===== src/rtl/veer_trace_fifo.sv =====
// -----------------------------------------------------------------------------
// veer_trace_fifo
//
// Buffers EL2 instruction-trace records (retire / exception / interrupt) in a
// DEPTH-entry circular FIFO. Records are presented first-word-fall-through on
// a valid/ready interface. Records that arrive while the FIFO is full and not
// draining are dropped. Dropped records are counted in a saturating counter,
// set a sticky overflow flag, and mark the next accepted record with out_gap.
//
// Optional build macro: VEER_TRACE_TSTAMP_EN
//   Adds a free-running 32-bit cycle counter. Its value in the push cycle is
//   stored with each record and presented on out_tstamp.
//
// Parameters:
//   DEPTH  FIFO entries (power of 2, >= 2)
//   CNT_W  drop counter width
//
// Ports:
//   clk, rst                 clock, synchronous active-high reset
//   trace_rv_i_*             incoming trace record (valid + fields)
//   flush                    discard all buffered records
//   clr_drop                 clear drop counter and overflow flag
//   out_valid / out_ready    head record handshake
//   out_insn .. out_tval     head record fields (zero while empty)
//   out_gap                  records were lost immediately before this one
//   out_tstamp               push-cycle timestamp (macro builds only)
//   level                    current occupancy
//   overflow                 sticky drop indicator
//   drop_cnt                 saturating dropped-record count
// -----------------------------------------------------------------------------
module veer_trace_fifo #(
  parameter int DEPTH = 16,
  parameter int CNT_W = 16
) (
  input  logic                     clk,
  input  logic                     rst,
  input  logic                     trace_rv_i_valid_ip,
  input  logic [31:0]              trace_rv_i_insn_ip,
  input  logic [31:0]              trace_rv_i_address_ip,
  input  logic                     trace_rv_i_exception_ip,
  input  logic [4:0]               trace_rv_i_ecause_ip,
  input  logic                     trace_rv_i_interrupt_ip,
  input  logic [31:0]              trace_rv_i_tval_ip,
  input  logic                     flush,
  input  logic                     clr_drop,
  output logic                     out_valid,
  input  logic                     out_ready,
  output logic [31:0]              out_insn,
  output logic [31:0]              out_addr,
  output logic                     out_exc,
  output logic [4:0]               out_ecause,
  output logic                     out_intr,
  output logic [31:0]              out_tval,
  output logic                     out_gap,
  output logic [$clog2(DEPTH):0]   level,
  output logic                     overflow,
`ifdef VEER_TRACE_TSTAMP_EN
  output logic [31:0]              out_tstamp,
`endif
  output logic [CNT_W-1:0]         drop_cnt
);

  localparam int AW    = $clog2(DEPTH);
  localparam int LW    = AW + 1;
  // Record layout: {gap, intr, exc, ecause, tval, addr, insn}
  localparam int REC_W = 32 + 32 + 32 + 5 + 1 + 1 + 1;

  // Control state
  logic [AW-1:0]    wr_ptr_q, wr_ptr_d;
  logic [AW-1:0]    rd_ptr_q, rd_ptr_d;
  logic [LW-1:0]    level_q, level_d;
  logic [CNT_W-1:0] drop_cnt_q, drop_cnt_d;
  logic             overflow_q, overflow_d;
  logic             gap_pending_q, gap_pending_d;

  // Storage (no reset: contents are only observed through level/rd_ptr)
  logic [REC_W-1:0] mem_q [DEPTH];

  logic             full;
  logic             push;
  logic             pop;
  logic             drop;
  logic [REC_W-1:0] wr_rec;
  logic [REC_W-1:0] head;

  assign full      = (level_q == LW'(DEPTH));
  assign out_valid = (level_q != '0);

  // Flush suppresses both sides of the handshake; the flush-cycle record is
  // neither stored nor counted as a drop. A pop frees a slot in the same
  // cycle, so a full FIFO that is draining still accepts the new record.
  assign pop  = out_valid & out_ready & ~flush;
  assign push = trace_rv_i_valid_ip & ~flush & (~full | pop);
  assign drop = trace_rv_i_valid_ip & ~flush & full & ~pop;

  assign wr_rec = {gap_pending_q, trace_rv_i_interrupt_ip, trace_rv_i_exception_ip,
                   trace_rv_i_ecause_ip, trace_rv_i_tval_ip, trace_rv_i_address_ip,
                   trace_rv_i_insn_ip};

  always_comb begin
    wr_ptr_d      = wr_ptr_q;
    rd_ptr_d      = rd_ptr_q;
    level_d       = level_q;
    drop_cnt_d    = drop_cnt_q;
    overflow_d    = overflow_q;
    gap_pending_d = gap_pending_q;

    if (flush) begin
      wr_ptr_d      = '0;
      rd_ptr_d      = '0;
      level_d       = '0;
      gap_pending_d = 1'b0;
    end else begin
      if (push) wr_ptr_d = wr_ptr_q + AW'(1);
      if (pop)  rd_ptr_d = rd_ptr_q + AW'(1);
      unique case ({push, pop})
        2'b10:   level_d = level_q + LW'(1);
        2'b01:   level_d = level_q - LW'(1);
        default: level_d = level_q;
      endcase
      if (drop)      gap_pending_d = 1'b1;
      else if (push) gap_pending_d = 1'b0;
    end

    // Clear wins the counter; a same-cycle drop still leaves overflow set.
    if (clr_drop)                drop_cnt_d = '0;
    else if (drop && !(&drop_cnt_q)) drop_cnt_d = drop_cnt_q + CNT_W'(1);

    if (drop)          overflow_d = 1'b1;
    else if (clr_drop) overflow_d = 1'b0;
  end

  always_ff @(posedge clk) begin
    if (rst) begin
      wr_ptr_q      <= '0;
      rd_ptr_q      <= '0;
      level_q       <= '0;
      drop_cnt_q    <= '0;
      overflow_q    <= 1'b0;
      gap_pending_q <= 1'b0;
    end else begin
      wr_ptr_q      <= wr_ptr_d;
      rd_ptr_q      <= rd_ptr_d;
      level_q       <= level_d;
      drop_cnt_q    <= drop_cnt_d;
      overflow_q    <= overflow_d;
      gap_pending_q <= gap_pending_d;
    end
  end

  always_ff @(posedge clk) begin
    if (push) mem_q[wr_ptr_q] <= wr_rec;
  end

  // First-word-fall-through head; data is forced to zero while empty.
  assign head       = mem_q[rd_ptr_q];
  assign out_insn   = out_valid ? head[31:0]   : '0;
  assign out_addr   = out_valid ? head[63:32]  : '0;
  assign out_tval   = out_valid ? head[95:64]  : '0;
  assign out_ecause = out_valid ? head[100:96] : '0;
  assign out_exc    = out_valid & head[101];
  assign out_intr   = out_valid & head[102];
  assign out_gap    = out_valid & head[103];

  assign level    = level_q;
  assign overflow = overflow_q;
  assign drop_cnt = drop_cnt_q;

`ifdef VEER_TRACE_TSTAMP_EN
  logic [31:0] tstamp_q;
  logic [31:0] ts_mem_q [DEPTH];
  logic [31:0] ts_head;

  // Free-running; flush does not disturb it, wraps naturally.
  always_ff @(posedge clk) begin
    if (rst) tstamp_q <= '0;
    else     tstamp_q <= tstamp_q + 32'd1;
  end

  always_ff @(posedge clk) begin
    if (push) ts_mem_q[wr_ptr_q] <= tstamp_q;
  end

  assign ts_head    = ts_mem_q[rd_ptr_q];
  assign out_tstamp = out_valid ? ts_head : '0;
`endif

endmodule

===== config.mk =====
export PLATFORM = sky130hd
export DESIGN_NAME = veer_trace_fifo
export DESIGN_NICKNAME = d
export VERILOG_FILES = /design/src/rtl/veer_trace_fifo.sv
export SDC_FILE = /design/constraint.sdc
export NUM_CORES = 1
export LEC_CHECK = 0
export CORE_UTILIZATION = 40
export CTS_CLUSTER_SIZE = 25
export DETAILED_ROUTE_END_ITERATION = 7
export HOLD_SLACK_MARGIN = 0.06
export SLEW_MARGIN = 20
export SYNTH_ARGS = -nofsm -noshare
export SYNTH_HDL_FRONTEND = slang
export SYNTH_SLANG_ARGS = --single-unit

===== constraint.sdc =====
create_clock -name clk -period 14.4 [get_ports clk]
set_input_delay 2.16 -clock clk [delete_from_list [all_inputs] [get_ports clk]]
set_output_delay 2.16 -clock clk [all_outputs]
set_load 0.01 [all_outputs]

==> flow_metrics.tcl <==
set metrics [dict create \
    drt-initial-drc-count 2897 \
    grt_pass1_vias 31600 \
    drive_above_1_share_pct 23.4 \
    synth_cell_types 51 \
    async_flop_share_pct 0 \
    fin_hold_ws_ps 478 \
    remaining_drc_errors 0 \
    clock_path_buffers 3 \
    hp-class "reg2reg" \
    syn-num-nets 2884 \
    place_ws_ps 7490 \
    ant_nets 0 \
    die_area_mm2 0.163 \
    wirelength_um 152000 \
    synth_ff_type "edfxtp_1" \
    synth_area_mm2 0.0647 \
    cp_max_fo 49 \
    num_rows 147 \
    use_met1_pct 25.7 \
    fin_nets 3207 \
    clock_latency_ps 790 \
    status "finished, final reports clean" \
    synth_edf_count 1664 \
    setup_ws_ps 6850 \
    grt_max_degree 107 \
    syn_avg_cell_area_um2 23.4 \
    portBuffers 235 \
    max_slew_margin_pct 19.2 \
    clock-root-buffer "clkbuf_16" \
    start_util_pct 40.3 \
    clkSinkCount 1699 \
    cp_data_required_time_ps 12240 \
    grt-ovfl-total 0 \
    seqCellArea_mm2 0.0507 \
    slew_viol_final 0 \
    powerDensity_mw_per_mm2 133 \
    post-cts-setup-buffers 0 \
    critPathSlowestCell "buf_4" \
    worst_pin_slew_ps 1210 \
    avgViaCountPerCell 5.54 \
    crit_top_cell "buf_4" \
    numCtsBuffers 173 \
    period_share_pct 52.4 \
    via_count 29800 \
    rsz0062_at_grt "no" \
    crit_path_end_kind "primary output" \
    irDropWorstVdd_mv 0.125 \
    cts_hold_buf 0 \
    grt_pass1_wl_um 221000 \
    max_stage_delay_ps 860 \
    ys_ff_latch 1699 \
    setup_violations 0 \
    critical_path_buf_inv_count 3 \
    finClkSkew_ps 43.5 \
    antenna_found_initial 14 \
    path_cells "nor4_4 > nand2b_1 > nand2_4 > buf_4 > buf_4 > o22ai_1 > clkdlybuf4s50_1" \
    syn_to_final_growth_pct 16.3 \
    timing.critical_path.from_type "flop" \
    multi_input_comb_area_mm2 0.0134 \
    fillerInstances 13000 \
    yosysSeqAreaShare_pct 78.3 \
    dpl.hpwl_um 79200 \
    gr-usage-met3_pct 3.53 \
    cp.arrival_ps 5390 \
    cts_tree "done" \
    cp_top_family "buffers and inverters" \
    core-area_mm2 0.161 \
    avgRoutedWirePerCell_um 28.1 \
    setup_tns_ps 0 \
    track_usage_pct 18.8 \
    die_w_um 404 \
    boundaryPins 236 \
    use_met2_pct 31.1 \
    criticalPathCategory "reg2out" \
    period_needed_ps 7550 \
    max_freq_ghz 0.133 \
    drtPass1Iterations 8 \
    yosysWarnings 0 \
    die_h_um 404 \
    gp_congestion 0.743 \
    hold_violations 0 \
    htree_num_levels 4 \
    maxCapViolations 0 \
    clk_pin_slew_ps 60 \
    syn_inst 2768 \
    top_usage_layer "met2" \
    p_leak_nw 22.1 \
    cts-resized-gates 0 \
]
## final cells by class
class / count / area share, %
Sequential cell: 1699 / 67.3
Multi-Input combinational cell: 914 / 17.8
Clock buffer: 216 / 6.01
Timing Repair Buffer: 297 / 3.85
Tap cell: 2160 / 3.59
Clock inverter: 93 / 1.33
Inverter: 6 / 0.0299
Antenna cell: 5 / 0.0166
## where the power goes
part           internal (W)  leakage [nW]  switching [W]  total (W)
combinational     0.0000702          4.14       0.000120   0.000190
sequential          0.00545          15.3     0.00000562    0.00545
clock               0.00248          2.68        0.00186    0.00434
## cells in the final DEF (no fill, tap or decap), types with 5 or more instances in the layout
cell	n
nor2_1	13
clkinv_16	5
a21oi_1	17
clkbuf_1	40
nand4_1	6
buf_6	5
inv_1	6
nand2_1	20
dfxtp_1	32
or3_1	9
mux4_2	416
clkbuf_16	173
clkdlybuf4s50_1	235
nand2b_1	5
edfxtp_1	1664
nor2_4	12
o22ai_1	104
buf_4	53
clkinvlp_4	5
or4_1	9
o31ai_1	7
ha_1	7
clkinv_2	29
diode_2	5
bufinv_16	13
nand3_1	9
mux2i_1	215
clkinv_1	27
## final timing paths
path	from	to	slack (ps)	cells after the start
max	level[0]	out_ecause[3]	6850	7
min	overflow	overflow	480	2
max reg2reg	level[1]	mem_q[8][77]	10100	6
min reg2reg	overflow	overflow	480	2
## flip-flops by register name, indices dropped and copies added, names as in the netlist, named ones only
name,flops
level,5
gap_pending_q,1
drop_cnt,16
wr_ptr_q,4
overflow,1
mem_q,1664
rd_ptr_q,4
## routing by layer
layer / vias to the layer above / share of wire [%]
li1: 12500 / -
met1: 16300 / 43
met3: 205 / 5.3
met4: 16 / 1.7
met5: - / 0.078
met2: 829 / 50
## worst reg2reg max path, cell delays in order (launching register included)
cell,delay [ps]
dfxtp_1,560
nor4_4,180
a21oi_1,540
nand2_1,410
nor2_4,400
buf_4,820
buf_4,960
## stage by stage
stage          area [um^2]  cells  util, %  power, W
5_1_grt              75200   5385     46.9    0.0103
3_3_place_gp         69700   5075     43.4   0.00574
6_report             75300   5390     46.9   0.00998
3_5_place_dp         69700   5075     43.4   0.00575
4_1_cts              75200   5384     46.8    0.0101
2_1_floorplan        64700   2768        -   0.00562
## synth_stat cells (all sizes together) (6+ instances only)
master  count  share of area (%)
o21ai       8              0.073
edfxtp   1664                 77
nor4        6              0.091
ha          7               0.14
buf        99               0.79
nand3      10              0.097
or3         9              0.087
or4         9               0.10
mux4      416                 14
mux2i     215                3.3
clkbuf     50               0.29
nand2b      6              0.058
a21oi      17               0.13
inv         6              0.035
o22ai     104                1.0
nand4       8              0.097
nand2      22               0.13
o31ai       7              0.081
nor2       25               0.15
nor3        7              0.054
dfxtp      35                1.1
## cell families after synthesis
family	after synthesis	synth area share, %
buffers and inverters	155	1.11
XOR/XNOR	5	0.0677
adder cells (fa/ha/maj)	7	0.135
multiplexers	631	17.8
AO/OA/AOI/OAI	154	1.51
AND/OR/NAND/NOR	117	1.03
flip-flops	1699	78.3
Note: power is estimated with default switching activity, not from simulation.
